## src/rtl/lif_pkg.sv

```systemverilog
// Shared codes, reset constants and FSM encoding for the LIF neuron scheduler.
package lif_pkg;

    localparam int unsigned CFG_FIELD_W = 2;
    localparam int unsigned CFG_DATA_W  = 8;
    localparam int unsigned SHIFT_W     = 3;

    localparam logic [CFG_FIELD_W-1:0] CFG_W     = 2'd0;
    localparam logic [CFG_FIELD_W-1:0] CFG_SHIFT = 2'd1;
    localparam logic [CFG_FIELD_W-1:0] CFG_TETA  = 2'd2;
    localparam logic [CFG_FIELD_W-1:0] CFG_CLR   = 2'd3;

    localparam int W_RST     = 1;
    localparam int SHIFT_RST = 0;
    localparam int TETA_RST  = -5;

    typedef enum logic [1:0] {
        IDLE = 2'd0,
        RUN  = 2'd1,
        DONE = 2'd2
    } state_t;

endpackage

```

## src/rtl/lif_neuron_scheduler_if.sv

```systemverilog
// Tile-side configuration / step handshake bundle of the LIF neuron scheduler.
interface lif_neuron_scheduler_if
    import lif_pkg::*;
#(
    parameter int unsigned N_STAGES = 2,
    parameter int unsigned NEURONS  = 4
);
    localparam int unsigned INPUTS = 2 ** N_STAGES;
    localparam int unsigned IDX_W  = $clog2(NEURONS);

    logic                   cfg_we;
    logic [IDX_W-1:0]       cfg_sel;
    logic [CFG_FIELD_W-1:0] cfg_field;
    logic [CFG_DATA_W-1:0]  cfg_data;
    logic                   cfg_ready;
    logic                   step_valid;
    logic [INPUTS-1:0]      step_x;
    logic                   step_ready;
    logic                   out_valid;
    logic [NEURONS-1:0]     spike_vec;

    modport master (
        output cfg_we, cfg_sel, cfg_field, cfg_data, step_valid, step_x,
        input  cfg_ready, step_ready, out_valid, spike_vec
    );

    modport slave (
        input  cfg_we, cfg_sel, cfg_field, cfg_data, step_valid, step_x,
        output cfg_ready, step_ready, out_valid, spike_vec
    );

endinterface

```

## src/rtl/lif_state_bank.sv

```systemverilog
// Per-neuron configuration and state registers: config write port,
// one indexed read port and a state writeback port at the same index.
module lif_state_bank
    import lif_pkg::*;
#(
    parameter int unsigned INPUTS  = 4,
    parameter int unsigned OUT_W   = 4,
    parameter int unsigned NEURONS = 4,
    parameter int unsigned IDX_W   = 2
) (
    input  logic                   clk,
    input  logic                   reset,
    input  logic                   cfg_en,
    input  logic [IDX_W-1:0]       cfg_sel,
    input  logic [CFG_FIELD_W-1:0] cfg_field,
    input  logic [CFG_DATA_W-1:0]  cfg_data,
    input  logic [IDX_W-1:0]       rd_idx,
    output logic [INPUTS-1:0]      rd_w,
    output logic [SHIFT_W-1:0]     rd_shift,
    output logic [OUT_W-1:0]       rd_teta,
    output logic [OUT_W-1:0]       rd_u,
    output logic                   rd_was_spike,
    input  logic                   wb_en,
    input  logic [OUT_W-1:0]       wb_u,
    input  logic                   wb_spike
);

    logic [INPUTS-1:0]  w_q     [NEURONS];
    logic [SHIFT_W-1:0] shift_q [NEURONS];
    logic [OUT_W-1:0]   teta_q  [NEURONS];
    logic [OUT_W-1:0]   u_q     [NEURONS];
    logic               ws_q    [NEURONS];

    // Only the low bits of cfg_data matter for each field.
    logic unused_cfg_data_c;
    assign unused_cfg_data_c = ^cfg_data;

    // Config writes happen only in IDLE and writeback only in RUN, so they never collide.
    always_ff @(posedge clk) begin
        if (reset) begin
            for (int i = 0; i < int'(NEURONS); i++) begin
                w_q[i]     <= INPUTS'(W_RST);
                shift_q[i] <= SHIFT_W'(SHIFT_RST);
                teta_q[i]  <= OUT_W'(TETA_RST);
                u_q[i]     <= '0;
                ws_q[i]    <= 1'b0;
            end
        end else begin
            for (int i = 0; i < int'(NEURONS); i++) begin
                if (cfg_en && cfg_sel == IDX_W'(i)) begin
                    case (cfg_field)
                        CFG_W:     w_q[i]     <= cfg_data[INPUTS-1:0];
                        CFG_SHIFT: shift_q[i] <= cfg_data[SHIFT_W-1:0];
                        CFG_TETA:  teta_q[i]  <= cfg_data[OUT_W-1:0];
                        CFG_CLR: begin
                            u_q[i]  <= '0;
                            ws_q[i] <= 1'b0;
                        end
                        default: ;
                    endcase
                end
                if (wb_en && rd_idx == IDX_W'(i)) begin
                    u_q[i]  <= wb_u;
                    ws_q[i] <= wb_spike;
                end
            end
        end
    end

    assign rd_w         = w_q[rd_idx];
    assign rd_shift     = shift_q[rd_idx];
    assign rd_teta      = teta_q[rd_idx];
    assign rd_u         = u_q[rd_idx];
    assign rd_was_spike = ws_q[rd_idx];

endmodule

```

## src/rtl/lif_neuron_scheduler.sv

```systemverilog
// Time-multiplexes one combinational LIF core over NEURONS virtual neurons,
// one neuron per clock, and returns a spike vector per accepted step.
module lif_neuron_scheduler
    import lif_pkg::*;
#(
    parameter int unsigned N_STAGES = 2,
    parameter int unsigned INPUTS   = 2 ** N_STAGES,
    parameter int unsigned OUT_W    = N_STAGES + 2,
    parameter int unsigned NEURONS  = 4,
    parameter int unsigned IDX_W    = $clog2(NEURONS)
) (
    input  logic                clk,
    input  logic                reset,
    lif_neuron_scheduler_if.slave bus,
    output logic [INPUTS-1:0]   core_w,
    output logic [INPUTS-1:0]   core_x,
    output logic [SHIFT_W-1:0]  core_shift,
    output logic [OUT_W-1:0]    core_prev_u,
    output logic [OUT_W-1:0]    core_minus_teta,
    output logic                core_was_spike,
    input  logic [OUT_W-1:0]    core_u,
    input  logic                core_spike
);

    state_t             state, state_next;
    logic [IDX_W-1:0]   idx, idx_next;
    logic [INPUTS-1:0]  x_q, x_next;
    logic [NEURONS-1:0] spike_q, spike_next;
    logic               out_valid_q;
    logic               ready_q;
    logic               cfg_en_c;
    logic               wb_en_c;

    logic [INPUTS-1:0]  rd_w;
    logic [SHIFT_W-1:0] rd_shift;
    logic [OUT_W-1:0]   rd_teta;
    logic [OUT_W-1:0]   rd_u;
    logic               rd_was_spike;

    // ready_q mirrors state==IDLE, so it also gates config writes.
    assign cfg_en_c = ready_q && bus.cfg_we && (32'(bus.cfg_sel) < 32'(NEURONS));

    lif_state_bank #(
        .INPUTS  (INPUTS),
        .OUT_W   (OUT_W),
        .NEURONS (NEURONS),
        .IDX_W   (IDX_W)
    ) u_bank (
        .clk          (clk),
        .reset        (reset),
        .cfg_en       (cfg_en_c),
        .cfg_sel      (bus.cfg_sel),
        .cfg_field    (bus.cfg_field),
        .cfg_data     (bus.cfg_data),
        .rd_idx       (idx),
        .rd_w         (rd_w),
        .rd_shift     (rd_shift),
        .rd_teta      (rd_teta),
        .rd_u         (rd_u),
        .rd_was_spike (rd_was_spike),
        .wb_en        (wb_en_c),
        .wb_u         (core_u),
        .wb_spike     (core_spike)
    );

    always_ff @(posedge clk) begin
        if (reset) begin
            state       <= IDLE;
            idx         <= '0;
            x_q         <= '0;
            spike_q     <= '0;
            out_valid_q <= 1'b0;
            ready_q     <= 1'b1;
        end else begin
            state       <= state_next;
            idx         <= idx_next;
            x_q         <= x_next;
            spike_q     <= spike_next;
            out_valid_q <= (state_next == DONE);
            ready_q     <= (state_next == IDLE);
        end
    end

    // Next state, neuron sequencing and core operand muxing.
    always_comb begin
        state_next      = state;
        idx_next        = idx;
        x_next          = x_q;
        spike_next      = spike_q;
        wb_en_c         = 1'b0;
        core_w          = '0;
        core_x          = '0;
        core_shift      = '0;
        core_prev_u     = '0;
        core_minus_teta = '0;
        core_was_spike  = 1'b0;
        case (state)
            IDLE: begin
                if (bus.step_valid) begin
                    x_next     = bus.step_x;
                    idx_next   = '0;
                    state_next = RUN;
                end
            end
            RUN: begin
                wb_en_c         = 1'b1;
                core_w          = rd_w;
                core_x          = x_q;
                core_shift      = rd_shift;
                core_prev_u     = rd_u;
                core_minus_teta = rd_teta;
                core_was_spike  = rd_was_spike;
                spike_next[idx] = core_spike;
                if (idx == IDX_W'(NEURONS - 1)) begin
                    state_next = DONE;
                end else begin
                    idx_next = idx + IDX_W'(1);
                end
            end
            DONE:    state_next = IDLE;
            default: state_next = IDLE;
        endcase
    end

    assign bus.cfg_ready  = ready_q;
    assign bus.step_ready = ready_q;
    assign bus.out_valid  = out_valid_q;
    assign bus.spike_vec  = spike_q;

endmodule

```

## src/flat_wrapper.sv

```systemverilog
// flat-port wrapper written by rule: the top's interface ports become plain ports
module lif_neuron_scheduler_flat import lif_pkg::*;
#(
    parameter int unsigned N_STAGES = 2,
    parameter int unsigned INPUTS   = 2 ** N_STAGES,
    parameter int unsigned OUT_W    = N_STAGES + 2,
    parameter int unsigned NEURONS  = 4,
    parameter int unsigned IDX_W    = $clog2(NEURONS)
)
  (clk, reset, core_w, core_x, core_shift, core_prev_u, core_minus_teta, core_was_spike, core_u, core_spike, bus_cfg_we, bus_cfg_sel, bus_cfg_field, bus_cfg_data, bus_step_valid, bus_step_x, bus_cfg_ready, bus_step_ready, bus_out_valid, bus_spike_vec);
  lif_neuron_scheduler_if #(.N_STAGES(N_STAGES), .NEURONS(NEURONS)) bus_i ();
  input  logic clk;
  input  logic reset;
  output logic [INPUTS-1:0] core_w;
  output logic [INPUTS-1:0] core_x;
  output logic [SHIFT_W-1:0] core_shift;
  output logic [OUT_W-1:0] core_prev_u;
  output logic [OUT_W-1:0] core_minus_teta;
  output logic core_was_spike;
  input  logic [OUT_W-1:0] core_u;
  input  logic core_spike;
  input wire logic [$bits(bus_i.cfg_we)-1:0] bus_cfg_we;
  input wire logic [$bits(bus_i.cfg_sel)-1:0] bus_cfg_sel;
  input wire logic [$bits(bus_i.cfg_field)-1:0] bus_cfg_field;
  input wire logic [$bits(bus_i.cfg_data)-1:0] bus_cfg_data;
  input wire logic [$bits(bus_i.step_valid)-1:0] bus_step_valid;
  input wire logic [$bits(bus_i.step_x)-1:0] bus_step_x;
  output wire logic [$bits(bus_i.cfg_ready)-1:0] bus_cfg_ready;
  output wire logic [$bits(bus_i.step_ready)-1:0] bus_step_ready;
  output wire logic [$bits(bus_i.out_valid)-1:0] bus_out_valid;
  output wire logic [$bits(bus_i.spike_vec)-1:0] bus_spike_vec;
  assign bus_i.cfg_we = bus_cfg_we;
  assign bus_i.cfg_sel = bus_cfg_sel;
  assign bus_i.cfg_field = bus_cfg_field;
  assign bus_i.cfg_data = bus_cfg_data;
  assign bus_i.step_valid = bus_step_valid;
  assign bus_i.step_x = bus_step_x;
  assign bus_cfg_ready = bus_i.cfg_ready;
  assign bus_step_ready = bus_i.step_ready;
  assign bus_out_valid = bus_i.out_valid;
  assign bus_spike_vec = bus_i.spike_vec;
  lif_neuron_scheduler #(.N_STAGES(N_STAGES), .INPUTS(INPUTS), .OUT_W(OUT_W), .NEURONS(NEURONS), .IDX_W(IDX_W)) u_core (.clk(clk), .reset(reset), .bus(bus_i), .core_w(core_w), .core_x(core_x), .core_shift(core_shift), .core_prev_u(core_prev_u), .core_minus_teta(core_minus_teta), .core_was_spike(core_was_spike), .core_u(core_u), .core_spike(core_spike));
endmodule
```

## config.mk

```make
export PLATFORM = sky130hd
export DESIGN_NAME = lif_neuron_scheduler_flat
export DESIGN_NICKNAME = d
export VERILOG_FILES = /design/src/rtl/lif_pkg.sv /design/src/rtl/lif_neuron_scheduler_if.sv /design/src/rtl/lif_state_bank.sv /design/src/rtl/lif_neuron_scheduler.sv /design/src/flat_wrapper.sv
export SDC_FILE = /design/constraint.sdc
export NUM_CORES = 1
export LEC_CHECK = 0
export CAP_MARGIN = 20
export CELL_PAD_IN_SITES_DETAIL_PLACEMENT = 0
export CELL_PAD_IN_SITES_GLOBAL_PLACEMENT = 2
export CORE_ASPECT_RATIO = 0.6
export CORE_MARGIN = 1
export CORE_UTILIZATION = 30
export CTS_BUF_LIST = sky130_fd_sc_hd__clkbuf_4
export CTS_CLUSTER_SIZE = 8
export DETAILED_ROUTE_END_ITERATION = 7
export GPL_TIMING_DRIVEN = 0
export MAX_ROUTING_LAYER = met4
export PLACE_DENSITY_LB_ADDON = 0.1
export SLEW_MARGIN = 20
export SYNTH_ARGS = -nofsm -noshare
export SYNTH_HDL_FRONTEND = slang
export SYNTH_SLANG_ARGS = --single-unit
export TNS_END_PERCENT = 5
```

## constraint.sdc

```tcl
create_clock -name clk -period 3.2 [get_ports clk]
set_input_delay 0.8 -clock clk [delete_from_list [all_inputs] [get_ports clk]]
set_output_delay 0.8 -clock clk [all_outputs]
set_load 0.1 [all_outputs]
```

== Word-level counts from Yosys, hierarchy flattened ==
Memory sizes are Yosys's and may differ from the RTL's. A register that Yosys moved wholly into a read port is not among the register bits.
Index checks and enable logic that the tools add are counted.
Operators by class
  div/mod/pow operators: 0
  equal/unequal tests: 13
  muxes and demuxes: 120
  reductions and logical operators: 18
  order comparisons: 2
  bitwise operators: 28
  $mul: 0
  add/subtract/negate cells: 1
  shifts and indexed selects: 0
Operator list (count)
  4-bit 2-to-1 mux: 20
  1-bit 2-to-1 mux: 77
  2-bit 2-to-1 mux: 14
  1-bit OR: 28
  3-bit 2-to-1 mux: 5
  2-bit equality test (second input constant): 7
  1-bit logical AND: 10
  2-bit logical NOT: 5
  2-bit by 1-bit equality test with 1-bit output (second input constant): 4
  2-bit case mux with 2 select lines: 2
  4-bit bitwise mux: 1
  2-bit != test (second input constant): 2
  2-bit by 3-bit < comparator with 1-bit output (second input constant): 1
  3-bit AND reduction: 1
  2-bit by 1-bit adder with 2-bit output (second input constant): 1
  1-bit demux with 2-bit select: 1
  2-bit by 1-bit greater-or-equal comparator with 1-bit output (second input constant): 1
  2-bit AND reduction: 1
  2-bit nonzero test: 1
Storage, ports and cells
  input port bits: 25
  output and inout port bits: 27
  register bits after elaboration: 14
  memory bits (writable): 64
  word-level logic and storage cells: 193
  ROM bits: 0
  memories: 5
  latch bits: 0
Memory list
  u_core.u_bank.teta_q: depth 4, bits a word 4, rd ports 1, clocked after Yosys merged registers in 1, wr ports 4, RTL line lif_state_bank.sv:30  | logic [OUT_W-1:0] teta_q [NEURONS];
  u_core.u_bank.u_q: depth 4, bits a word 4, rd ports 1, clocked after Yosys merged registers in 1, wr ports 4, RTL line lif_state_bank.sv:31  | logic [OUT_W-1:0] u_q [NEURONS];
  u_core.u_bank.w_q: depth 4, bits a word 4, rd ports 1, clocked after Yosys merged registers in 1, wr ports 4, RTL line lif_state_bank.sv:28  | logic [INPUTS-1:0] w_q [NEURONS];
  u_core.u_bank.shift_q: depth 4, bits a word 3, rd ports 1, clocked after Yosys merged registers in 1, wr ports 4, RTL line lif_state_bank.sv:29  | logic [SHIFT_W-1:0] shift_q [NEURONS];
  u_core.u_bank.ws_q: depth 4, bits a word 1, rd ports 1, clocked after Yosys merged registers in 1, wr ports 4, RTL line lif_state_bank.sv:32  | logic ws_q [NEURONS];

== Logic depth before layout (Yosys ltp) ==
Gate-level depths: netlist of the first run.
  depth in word-level cells: 7
  mapped depth: 5
  mapped depth without buffers: 5

== Cells and area by module ==
Synthesis of the first run repeated with hierarchy kept, for this count alone.
Unflattened totals
  cells, all modules: 289
  area total of the unflattened synthesis: 3967.6 µm²
Modules (own cells, without submodules)
  lif_state_bank: times used 1, area each 3235.6 µm², seq. area each 1921.8 µm², cells an instance 205
  lif_neuron_scheduler: times used 1, area each 732.0 µm², seq. area each 280.3 µm², cells an instance 84

== Least setup slack after synthesis of the first run ==
No wires, ideal clock.
  kind: reg2out
  start: reg u_core.state[0]
  end: out core_minus_teta[0]
  data required time: 2.400 ns
  slack: 0.646 ns
  stages on the path, launching flop included: 6
  arrival time: 1.754 ns
  path buffers: 3
  cell sequence: dfxtp_1 -> buf_4 -> nor2b_1 -> buf_2 -> clkbuf_1 -> and2_1
On the way
  longest elaborated chain between the ends: 2
RTL lines
  from (decl): RTL line lif_neuron_scheduler.sv:25  | state_t state, state_next;
  from (signal assigned): RTL line lif_neuron_scheduler.sv:75  | state <= state_next;
  2-bit by 1-bit equality test with 1-bit output: RTL line lif_neuron_scheduler.sv:97  | case (state)
  4-bit 2-to-1 mux: RTL line lif_neuron_scheduler.sv:97
  to (decl): RTL line flat_wrapper.sv:18  | output logic [OUT_W-1:0] core_minus_teta;
Every way passes these cells.

== Worst setup path after layout of the first run ==
  start: reg u_core.ready_q, in the netlist u_core.bus.cfg_ready
  end: out bus_step_ready
RTL lines
  from (decl): RTL line lif_neuron_scheduler.sv:30  | logic ready_q;
  from (signal assigned): RTL line lif_neuron_scheduler.sv:80  | ready_q <= (state_next == IDLE);
  to (decl): RTL line flat_wrapper.sv:29  | output wire logic [$bits(bus_i.step_ready)-1:0] bus_step_ready;
No word-level cell between the ends.

==> summary.md, run 1 <==
| Metric | Value |
|---|---|
| Initial core utilization | a little under a third |
| Via/cell ratio | 4.72 |
| Max-slew violation count | 0 |
| Post-CTS Setup Bufs | 0 |
| Io pins | 52 |
| RSZ-0062 raised after global routing | no |
| Static Leak | 1.56 nW |
| Congestion Overflow GR | 0 |
| Clock slew at reported path FFs | 0.12 ns |
| VDD IR-drop max | roughly 0.14 mV |
| Post-Syn Area | between 0.003 and 0.004 sq mm |
| Area Growth Syn to Fin | 20.9% |
| Post-Syn Nets | 327 |
| Vias in the first global route | 2413 |
| CTS tree | built |
| Outcome | finished, final reports clean |
| Period utilization | between 90% and 100% |
| Finished Layout Cells | 525 |
| Synthesized area per cell | 12.7 sq um |
| Max stage delay on crit path | 1.12 ns |
| Clk_lat worst skew | roughly 0.42 ns |
| Cell Pwr Density | 447 mW/mm^2 |
| DRT Pass-1 Iters | 4 |
| Die H | 88.8 microns |
| GP Congestion | 0.739 |
| Die area | ~0.013 sq mm |
| DP HPWL | 7080 microns |
| H-tree depth | 3 |
| Top achievable clock speed | 0.325 GHz |
| Worst hold path class | reg2reg |
| #FFs+latches synth | 80 |
| Violation count after the first detailed-route iteration | 136 |
| Ratio of cells with drive above 1 in the final layout | 17.5% |
| WS Path Type | reg2out |
| Max-Slew Margin vs Limit | 30.9% |
| YS warnings | 0 |
| CTS Buf Count | 9 |
| IO buf count | between 40 and 50 |
| Worst Skew | 0.00895 ns |
| DRC | 0 |
| Routed Antenna Nets | 0 |
| Hold buffer count at CTS | 0 |
| Total GRT Usage | 16.9% |
| Root Buffer | clkbuf_4 |
| Post-synth top area cell | edfxtp_1 |
| Synth unique cells | 38 |
| Yosys top cell area share | 51.0% |
| Most frequent cells in the layout | 64 x edfxtp_1, 37 x nor2_1, 26 x nand2_1, 26 x clkdlybuf4s50_1, 25 x and2_1 |
| Critical Path RT | 2.40 ns |
| Row cnt | 31 |
| Slowest-stage cell, CP | clkdlybuf4s50_1 |
| CORE AREA | roughly 0.012 sq mm |
| CTS sink cnt | 80 |
| CP max FO | 10 |
| Fin crit period | 3.08 ns |
| Via count | approximately 2500 |
| Crit end category | output pin |
| Sequential-to-total area share from yosys stat | between 50% and 60% |
| Die width | ~150 microns |
| WL final | 9770 microns |
| CP Cell Sequence | buf_4 -> clkdlybuf4s50_1 |
| CTS Buffer Depth | 2 |
| Top cells by area, synth | edfxtp_1 51%, dfxtp_1 8.5%, mux4_2 6.0%, mux4_1 4.2%, and2_1 4.1% |
| Layout net count | 383 |
| Placed insts | 509 |
| Largest net degree at the start of global routing | 20 |
| CP Launch Type | flip-flop |
| Slew @ Worst Pin | 1.03 ns |
| Setup violations, final | 0 |
| Initial antenna violation count | 1 |
| Final hold vios | 0 |
| Commonest non-fill, non-tap cell in the layout | edfxtp_1 |
| FILL cells | 1212 |
| Fin util | 37.6% |
| CP Data Arrival Time | between 2 and 2.5 ns |
| Max Cap Viol | 0 |
| Per-cell routed wire length | between 15 and 20 microns |
| Global-route wire length before repair | 15000 microns |
| Gate Count Post-Synth | 298 |
==> power by group <==
part	switching, mW	internal, mW	total (mW)
Combinational	0.250	0.112	0.361
Clock	0.345	0.159	0.504
Sequential	0.0138	1.16	1.17
==> per-stage QoR <==
stage	hold slack [ns]	cell area (sq um)	setup TNS (ns)	power, mW	worst slack, ns
final	0.482	4560	0	2.04	0.123
after global routing	0.518	4560	0	2.13	0.00275
after CTS	0.485	4560	0	2.07	0.0525
after detailed placement	0.467	4440	-5.31	1.57	-0.361
after global placement	0.466	4440	-5.14	1.56	-0.349
after floorplan	0.452	3770	0	1.44	0.646
==> flip-flops by register name, indices dropped and copies added, names as in the netlist, 4 cells and up, named ones only <==
register and cells:
u_core.u_bank.teta_q 16, u_core.u_bank.u_q 16, u_core.u_bank.w_q 16, u_core.u_bank.shift_q 12, u_core.bus.spike_vec 4, u_core.u_bank.ws_q 4, u_core.x_q 4
==> critical path: cells and delay by family (launching register included) <==
family / cells / cell delay (ns)
flops: 1 / 0.56
buf+inv: 2 / 1.29
==> final cells by class <==
cell class                 instances  area (sq um)  area share (%)
sequential                        80          2240            49.2
multi-input combinational        193          1390            30.6
timing repair buffer              46           478            10.5
tap                              165           206            4.53
buffer                            18           111            2.44
clock buffer                      10          75.1            1.65
clock inverter                     6          27.5           0.604
inverter                           6          22.5           0.494
antenna                            1          2.50          0.0549
==> per-layer routing <==
| metal | vias up | part of all wire, % | global-route usage, % |
|---|---|---|---|
| li1 | 1200 | - | - |
| met1 | 1212 | 56 | 25.9 |
| met2 | 61 | 38 | 21.4 |
| met3 | 7 | 4.3 | 3.76 |
| met4 | 0 | 0.95 | 4.55 |
| met5 | - | 0 | - |
==> synth_stat cells (all sizes together) <==
master	number
nand4	1
ha	4
clkbuf	9
nand2b	3
and4bb	1
or3b	1
a21o	4
inv	6
and4b	2
mux2i	5
o21ai	10
and3	16
mux4	16
edfxtp	64
a31oi	2
nor2b	1
nand3	6
nor3b	2
or3	3
or2	1
nor3	4
dfxtp	16
nor2	40
nand4b	2
nand2	26
o21bai	8
and4	1
buf	10
a21oi	9
and2	25
==> worst paths after layout <==
check | start | cells after the start | slack (ns) | end
max | u_core.bus.cfg_ready | 2 | 0.12 | bus_step_ready
min reg2reg | u_core.bus.spike_vec[2] | 2 | 0.48 | u_core.bus.spike_vec[2]
min | u_core.bus.spike_vec[2] | 2 | 0.48 | u_core.bus.spike_vec[2]
max reg2reg | u_core.bus.cfg_ready | 2 | 0.81 | u_core.u_bank.ws_q[3]
==> kinds of logic after synthesis <==
family / synth area share [%]
compound gates: 5.24
buf+inv: 3.55
simple gates: 18.9
fa+ha+maj: 1.33
flops: 59.5
mux: 11.5
==> what timing repair did <==
item / CTS / global route
endpoints found under the setup margin: 20 / 2
endpoints found under the hold margin: 0 / 0
gates resized for setup: 62 / 3
Note: power is estimated with default switching activity, not from simulation.
==> inputs of run 2 (changes only) <==
==> constraint.sdc (replaced) <==
create_clock -name clk -period 3.5 [get_ports clk]
set_input_delay 0.875 -clock clk [delete_from_list [all_inputs] [get_ports clk]]
set_output_delay 0.875 -clock clk [all_outputs]
set_load 0.1 [all_outputs]
==> run 2 against run 1 <==
Effect of this change: sequential power down 9%; global-route usage hardly changed; worst hold slack about the same; sequential cell count unchanged; critical path type unchanged; largest cell class unchanged; largest power group unchanged.
==> summary.md, run 2 (synthesized netlist as in run 1, its figures left out) <==
| Metric | Value |
|---|---|
| WL final | 9780 microns (was 9770 microns) |
| Initial core utilization | 31.1% (unchanged) |
| Fin crit period | approximately 3.3 ns |
| IO buf count | 46 (unchanged) |
| CORE AREA | 0.0121 sq mm (unchanged) |
| CTS Buf Count | 9 (unchanged) |
| Routed Antenna Nets | 0 (unchanged) |
| Violation count after the first detailed-route iteration | 133 (was 136) |
| DRT Pass-1 Iters | 4 (unchanged) |
| Root Buffer | clkbuf_4 (unchanged) |
| Final hold vios | 0 (unchanged) |
| Place WS | -0.136 ns (was -0.361 ns) |
| Die area | 0.0130 sq mm (unchanged) |
| Io pins | 52 (unchanged) |
| DRC | 0 (unchanged) |
| WS Path Type | reg2out (unchanged) |
| Vias in the first global route | 2406 (was 2413) |
| Cell Pwr Density | 409 mW/mm^2 (was 447 mW/mm^2) |
| Worst Skew | 0.0146 ns (was 0.00895 ns) |
| Slowest-stage cell, CP | clkdlybuf4s15_2 (was clkdlybuf4s50_1) |
| Critical Path RT | 2.62 ns (was 2.40 ns) |
| Initial antenna violation count | 1 (unchanged) |
| Ratio of cells with drive above 1 in the final layout | 17.8% (was 17.5%) |
| R2R Setup Slk | 1.15 ns (was 0.81 ns) |
| CTS tree | built (unchanged) |
| Largest net degree at the start of global routing | 14 (was 20) |
| Per-cell routed wire length | 18.6 microns (about the same) |
| Worst hold path cell count | 2 (unchanged) |
| Max-Slew Margin vs Limit | 33.2% (was 30.9%) |
| DP HPWL | 7080 microns (unchanged) |
| Hold EP | u_core.bus.spike_vec[2] (unchanged) |
| CTS sink cnt | 80 (unchanged) |
| Largest delay share family, worst path | buffers and inverters (unchanged) |
| TNS Setup | 0 ns (unchanged) |
| Total GRT Usage | 16.8% (was 16.9%) |
| CP max FO | 10 (unchanged) |
| Top achievable clock speed | 0.306 GHz |
| FF-to-FF Start | u_core.bus.cfg_ready (unchanged) |
| CP Launch Type | flip-flop (unchanged) |
| Global-route wire length before repair | 15000 microns (about the same) |
| Most frequent cells in the layout | 64 x edfxtp_1, 37 x nor2_1, 26 x nand2_1, 26 x clkdlybuf4s50_1, 25 x and2_1 (unchanged) |
| Max stage delay on crit path | 0.56 ns (was 1.12 ns) |
| H-tree depth | 3 (unchanged) |
| RSZ-0062 raised after global routing | no (unchanged) |
| Worst hold path class | reg2reg (unchanged) |
| CTS Buffer Depth | 2 (unchanged) |
| Layout net count | 384 (was 383) |
| Commonest non-fill, non-tap cell in the layout | edfxtp_1 (unchanged) |
| Die H | 88.8 microns (unchanged) |
| Biggest regs | u_core.u_bank.teta_q: 16 flops, u_core.u_bank.u_q: 16 flops, u_core.u_bank.w_q: 16 flops (unchanged) |
| Via/cell ratio | 4.69 (was 4.72) |
| Static Leak | 1.56 nW (about the same) |
| Bufs and invs on worst path | 4 (was 2) |
| Fin util | 37.6% (about the same) |
| Area Growth Syn to Fin | 21.0% (was 20.9%) |
| Max Cap Viol | 0 (unchanged) |
| Via count | 2467 (was 2480) |
| PnR worst setup slack | 0.234 ns (was 0.123 ns) |
| Hold wc startpoint | u_core.bus.spike_vec[2] (unchanged) |
| Max-slew violation count | 0 (unchanged) |
| Outcome | finished, final reports clean (unchanged) |
| Crit end category | output pin (unchanged) |
| Slew @ Worst Pin | 0.992 ns (was 1.03 ns) |
| Period utilization | 93.3% |
| Placed inst area | 0.00444 sq mm (unchanged) |
| Setup violations, final | 0 (unchanged) |
| Worst Reg2Reg Path Length in Cells | 2 (unchanged) |
| Die width | 147 microns (unchanged) |
| Clk_lat worst skew | 0.43 ns (was 0.42 ns) |
| CP Cell Sequence | buf_4 -> nor2b_1 -> buf_2 -> clkbuf_2 -> and2_1 -> clkdlybuf4s15_2 (was buf_4 -> clkdlybuf4s50_1) |
| Row cnt | 31 (unchanged) |
| VDD IR-drop max | 0.126 mV (was 0.139 mV) |
| GP Congestion | 0.739 (unchanged) |
| Final Cell Area | 0.00456 sq mm (about the same) |
| CP Data Arrival Time | 2.39 ns (was 2.28 ns) |
| Congestion Overflow GR | 0 (unchanged) |
| Hold buffer count at CTS | 0 (unchanged) |
| Post-CTS Setup Bufs | 0 (unchanged) |
| Design Power | 1.86 mW (was 2.04 mW) |
| Critical R2R Capture | u_core.u_bank.u_q[3][0] (was u_core.u_bank.ws_q[3]) |
| Clock slew at reported path FFs | 0.12 ns (about the same) |
run 2: layout make-up:
class / count / area [sq um]
inverters: 6 / 22.5
flip-flops and latches: 80 / 2240
multi-input cells: 193 / 1390
clock buffers: 10 / 75.1
repair buffers: 46 / 479
diodes: 1 / 2.50
fillers: 1212 / 7580
well taps: 165 / 206
plain buffers: 19 / 114
clock inverters: 6 / 27.5
run 2: tightest hold or removal path, cell delays in order (launching register included):
cell,delay [ns]
dfxtp_1,0.32
o21ai_0,0.06
a21oi_1,0.06
run 2: stage by stage:
| step | std cells | hold slack (ns) |
|---|---|---|
| 3_3_place_gp | 509 | 0.466 |
| 2_1_floorplan | 298 | 0.452 |
| 3_5_place_dp | 509 | 0.467 |
| 6_report | 526 | 0.482 |
| 5_1_grt | 526 | 0.518 |
| 4_1_cts | 525 | 0.485 |
run 2: per-layer routing:
metal	global-route usage [%]	vias to the layer above	wire [microns]
met5	-	-	0
met4	4.55	0	91
met3	3.76	7	430
met2	21.6	52	3800
met1	25.7	1205	5460
li1	-	1203	-
run 2: worst max path at each step:
stage | cells past startpoint | startpoint | slack, ns | endpoint
after floorplan | 5 | u_core.state[0] | 0.87 | core_minus_teta[0]
after global placement | 6 | u_core.state[0] | -0.12 | core_shift[0]
after detailed placement | 6 | u_core.state[0] | -0.14 | core_shift[0]
after CTS | 5 | u_core.state[0] | -0.17 | core_x[3]
after global routing | 6 | u_core.state[0] | 0.06 | core_shift[0]
final | 6 | u_core.state[0] | 0.23 | core_shift[0]
run 2: what timing repair did:
item / 4_1_cts / 5_1_grt
hold endpoints to repair: 0 / 0
resized for setup: 60 / 3
endpoints found under the setup margin: 20 / 2
gates cloned: 0 / 0
run 2: where the power goes:
part	internal [mW]	switching, mW	total [mW]
Clock	0.145	0.318	0.463
Combinational	0.103	0.228	0.331
Sequential	1.06	0.0125	1.07
Total	1.31	0.558	1.86
==> inputs of run 3 (changes only) <==
--- a/config.mk
+++ b/config.mk
@@ -21,4 +21,4 @@
 export SYNTH_ARGS = -nofsm -noshare
 export SYNTH_HDL_FRONTEND = slang
 export SYNTH_SLANG_ARGS = --single-unit
-export TNS_END_PERCENT = 5
+export TNS_END_PERCENT = 30
==> run 3 against run 2 <==
Effect of this change: worst setup slack gained 0.028 ns; via count up 0.57%; register-to-register slack lost 0.04 ns; final cell count shrank 0.19%; highest routed layer unchanged.
==> summary.md, run 3 (synthesized netlist as in run 1, its figures left out) <==
| Metric | Value |
|---|---|
| Critical Path RT | 2.62 ns (about the same) |
| Slew @ Worst Pin | 1.03 ns (was 0.992 ns) |
| Combinational share of power | 17.7% (about the same) |
| Worst hold path cell count | 2 (unchanged) |
| Vias in the first global route | 2413 (was 2406) |
| Worst hold path class | reg2reg (unchanged) |
| GP Congestion | 0.739 (unchanged) |
| DP HPWL | 7080 microns (unchanged) |
| Most frequent cells in the layout | 64 x edfxtp_1, 37 x nor2_1, 26 x nand2_1, 26 x clkdlybuf4s50_1, 25 x and2_1 (unchanged) |
| Setup violations, final | 0 (unchanged) |
| Via/cell ratio | 4.73 (was 4.69) |
| Die H | 88.8 microns (unchanged) |
| Outcome | finished, final reports clean (unchanged) |
| Top achievable clock speed | 0.309 GHz (was 0.306 GHz) |
| H-tree depth | 3 (unchanged) |
| Global-route wire length before repair | 15000 microns (about the same) |
| Sequential share of power | 57.5% (about the same) |
| Per-cell routed wire length | 18.6 microns (about the same) |
| Fin util | 37.5% (was 37.6%) |
| DRC | 0 (unchanged) |
| CORE AREA | 0.0121 sq mm (unchanged) |
| VDD IR-drop max | 0.127 mV (was 0.126 mV) |
| Violation count after the first detailed-route iteration | 136 (was 133) |
| RSZ-0062 raised after global routing | no (unchanged) |
| Cell Pwr Density | 409 mW/mm^2 (about the same) |
| Max Cap Viol | 0 (unchanged) |
| Clock slew at reported path FFs | 0.12 ns (about the same) |
| Biggest regs | u_core.u_bank.teta_q: 16 flops, u_core.u_bank.u_q: 16 flops, u_core.u_bank.w_q: 16 flops (unchanged) |
| Congestion Overflow GR | 0 (unchanged) |
| WL final | 9770 microns (was 9780 microns) |
| Io pins | 52 (unchanged) |
| Initial antenna violation count | 1 (unchanged) |
| Die width | 147 microns (unchanged) |
| Static Leak | 1.56 nW (about the same) |
| Psw | 0.556 mW (was 0.558 mW) |
| WS Path Type | reg2out (unchanged) |
| Worst Reg2Reg Path Length in Cells | 2 (unchanged) |
| Root Buffer | clkbuf_4 (unchanged) |
| Switching share of power | 29.9% (about the same) |
| Largest net degree at the start of global routing | 20 (was 14) |
| CTS tree | built (unchanged) |
| CP max FO | 10 (unchanged) |
| Fin crit period | 3.24 ns (was 3.27 ns) |
| Placed inst area | 0.00444 sq mm (unchanged) |
| Final hold vios | 0 (unchanged) |
| CTS Buffer Depth | 2 (unchanged) |
| Period utilization | 92.5% (was 93.3%) |
| Routed Antenna Nets | 0 (unchanged) |
| TNS Setup | 0 ns (unchanged) |
| Worst Skew | 0.00879 ns (was 0.0146 ns) |
| Die area | 0.0130 sq mm (unchanged) |
| Layout net count | 383 (was 384) |
| Clock network fraction of design power | 24.7% (was 24.8%) |
| Post-CTS Setup Bufs | 0 (unchanged) |
| Max-slew violation count | 0 (unchanged) |
| Area Growth Syn to Fin | 20.9% (was 21.0%) |
| Row cnt | 31 (unchanged) |
| Final hold slack | 0.482 ns (about the same) |
| Initial core utilization | 31.1% (unchanged) |
| DRT Pass-1 Iters | 4 (unchanged) |
| CP Data Arrival Time | 2.36 ns (was 2.39 ns) |
| Final Cell Area | 0.00456 sq mm (about the same) |
| Via count | 2481 (was 2467) |
| Design Power | 1.86 mW (about the same) |
| Max-Slew Margin vs Limit | 30.9% (was 33.2%) |
| Total GRT Usage | 16.9% (was 16.8%) |
| Crit end category | output pin (unchanged) |
| Internal power | 1.31 mW (about the same) |
| Clk_lat worst skew | 0.42 ns (was 0.43 ns) |
| IO buf count | 46 (unchanged) |
| Commonest non-fill, non-tap cell in the layout | edfxtp_1 (unchanged) |
| Ratio of cells with drive above 1 in the final layout | 17.5% (was 17.8%) |
| CTS sink cnt | 80 (unchanged) |
| CP Launch Type | flip-flop (unchanged) |
| CTS Buf Count | 9 (unchanged) |
-- run 3: changes by cell type in the layout (fill, tap and decap cells not counted), sizes merged --
cell	previous run	this run
clkbuf	20	19
-- run 3: worst max-delay path, cell delays in order, from the launching register on --
cell and delay (ns):
dfxtp_1 0.33, buf_2 0.24, buf_2 0.36, mux4_2 0.38, and2_1 0.17, clkdlybuf4s15_2 0.46
-- run 3: final cells by class --
class	count	area, sq um
antenna	1	2.50
buffer	18	109
clock buffer	10	75.1
clock inverter	6	27.5
fill	1212	7580
inverter	6	22.5
multi-input combinational	193	1390
sequential	80	2240
tap	165	206
timing repair buffer	46	479
-- run 3: repair_timing --
item / CTS / global route
hold buffers: 0 / 0
resized for setup: 59 / 3
setup endpoints to repair: 20 / 2
-- run 3: routing by layer --
layer,vias to the layer above,part of all wire (%),track usage (%)
met5,-,0,-
met2,61,38,21.4
met3,7,4.4,3.76
met1,1212,56,25.9
li1,1201,-,-
met4,0,0.95,4.55
-- run 3: worst paths after layout --
| kind | startpoint | end | slack, ns |
|---|---|---|---|
| setup / recovery | flip-flop | core_prev_u[0] | 0.26 |
| setup reg to reg | u_core.bus.cfg_ready | u_core.u_bank.ws_q[3] | 1.11 |
| hold reg to reg | u_core.bus.spike_vec[2] | u_core.bus.spike_vec[2] | 0.48 |
| hold / removal | u_core.bus.spike_vec[2] | u_core.bus.spike_vec[2] | 0.48 |
-- run 3: metrics by stage --
step / instances / setup WS [ns]
2_1_floorplan: 298 / 0.871
3_3_place_gp: 509 / -0.124
3_5_place_dp: 509 / -0.136
4_1_cts: 524 / -0.174
5_1_grt: 525 / 0.129
6_report: 525 / 0.262
-- run 3: power by group through the flow --
stage / Clock [mW] / Combinational (mW) / Sequential, mW
4_1_cts: 0.482 / 0.335 / 1.07
3_5_place_dp: 0 / 0.338 / 1.09
3_3_place_gp: 0 / 0.338 / 1.09
2_1_floorplan: 0 / 0.216 / 1.10
6_report: 0.460 / 0.330 / 1.07
5_1_grt: 0.522 / 0.352 / 1.08
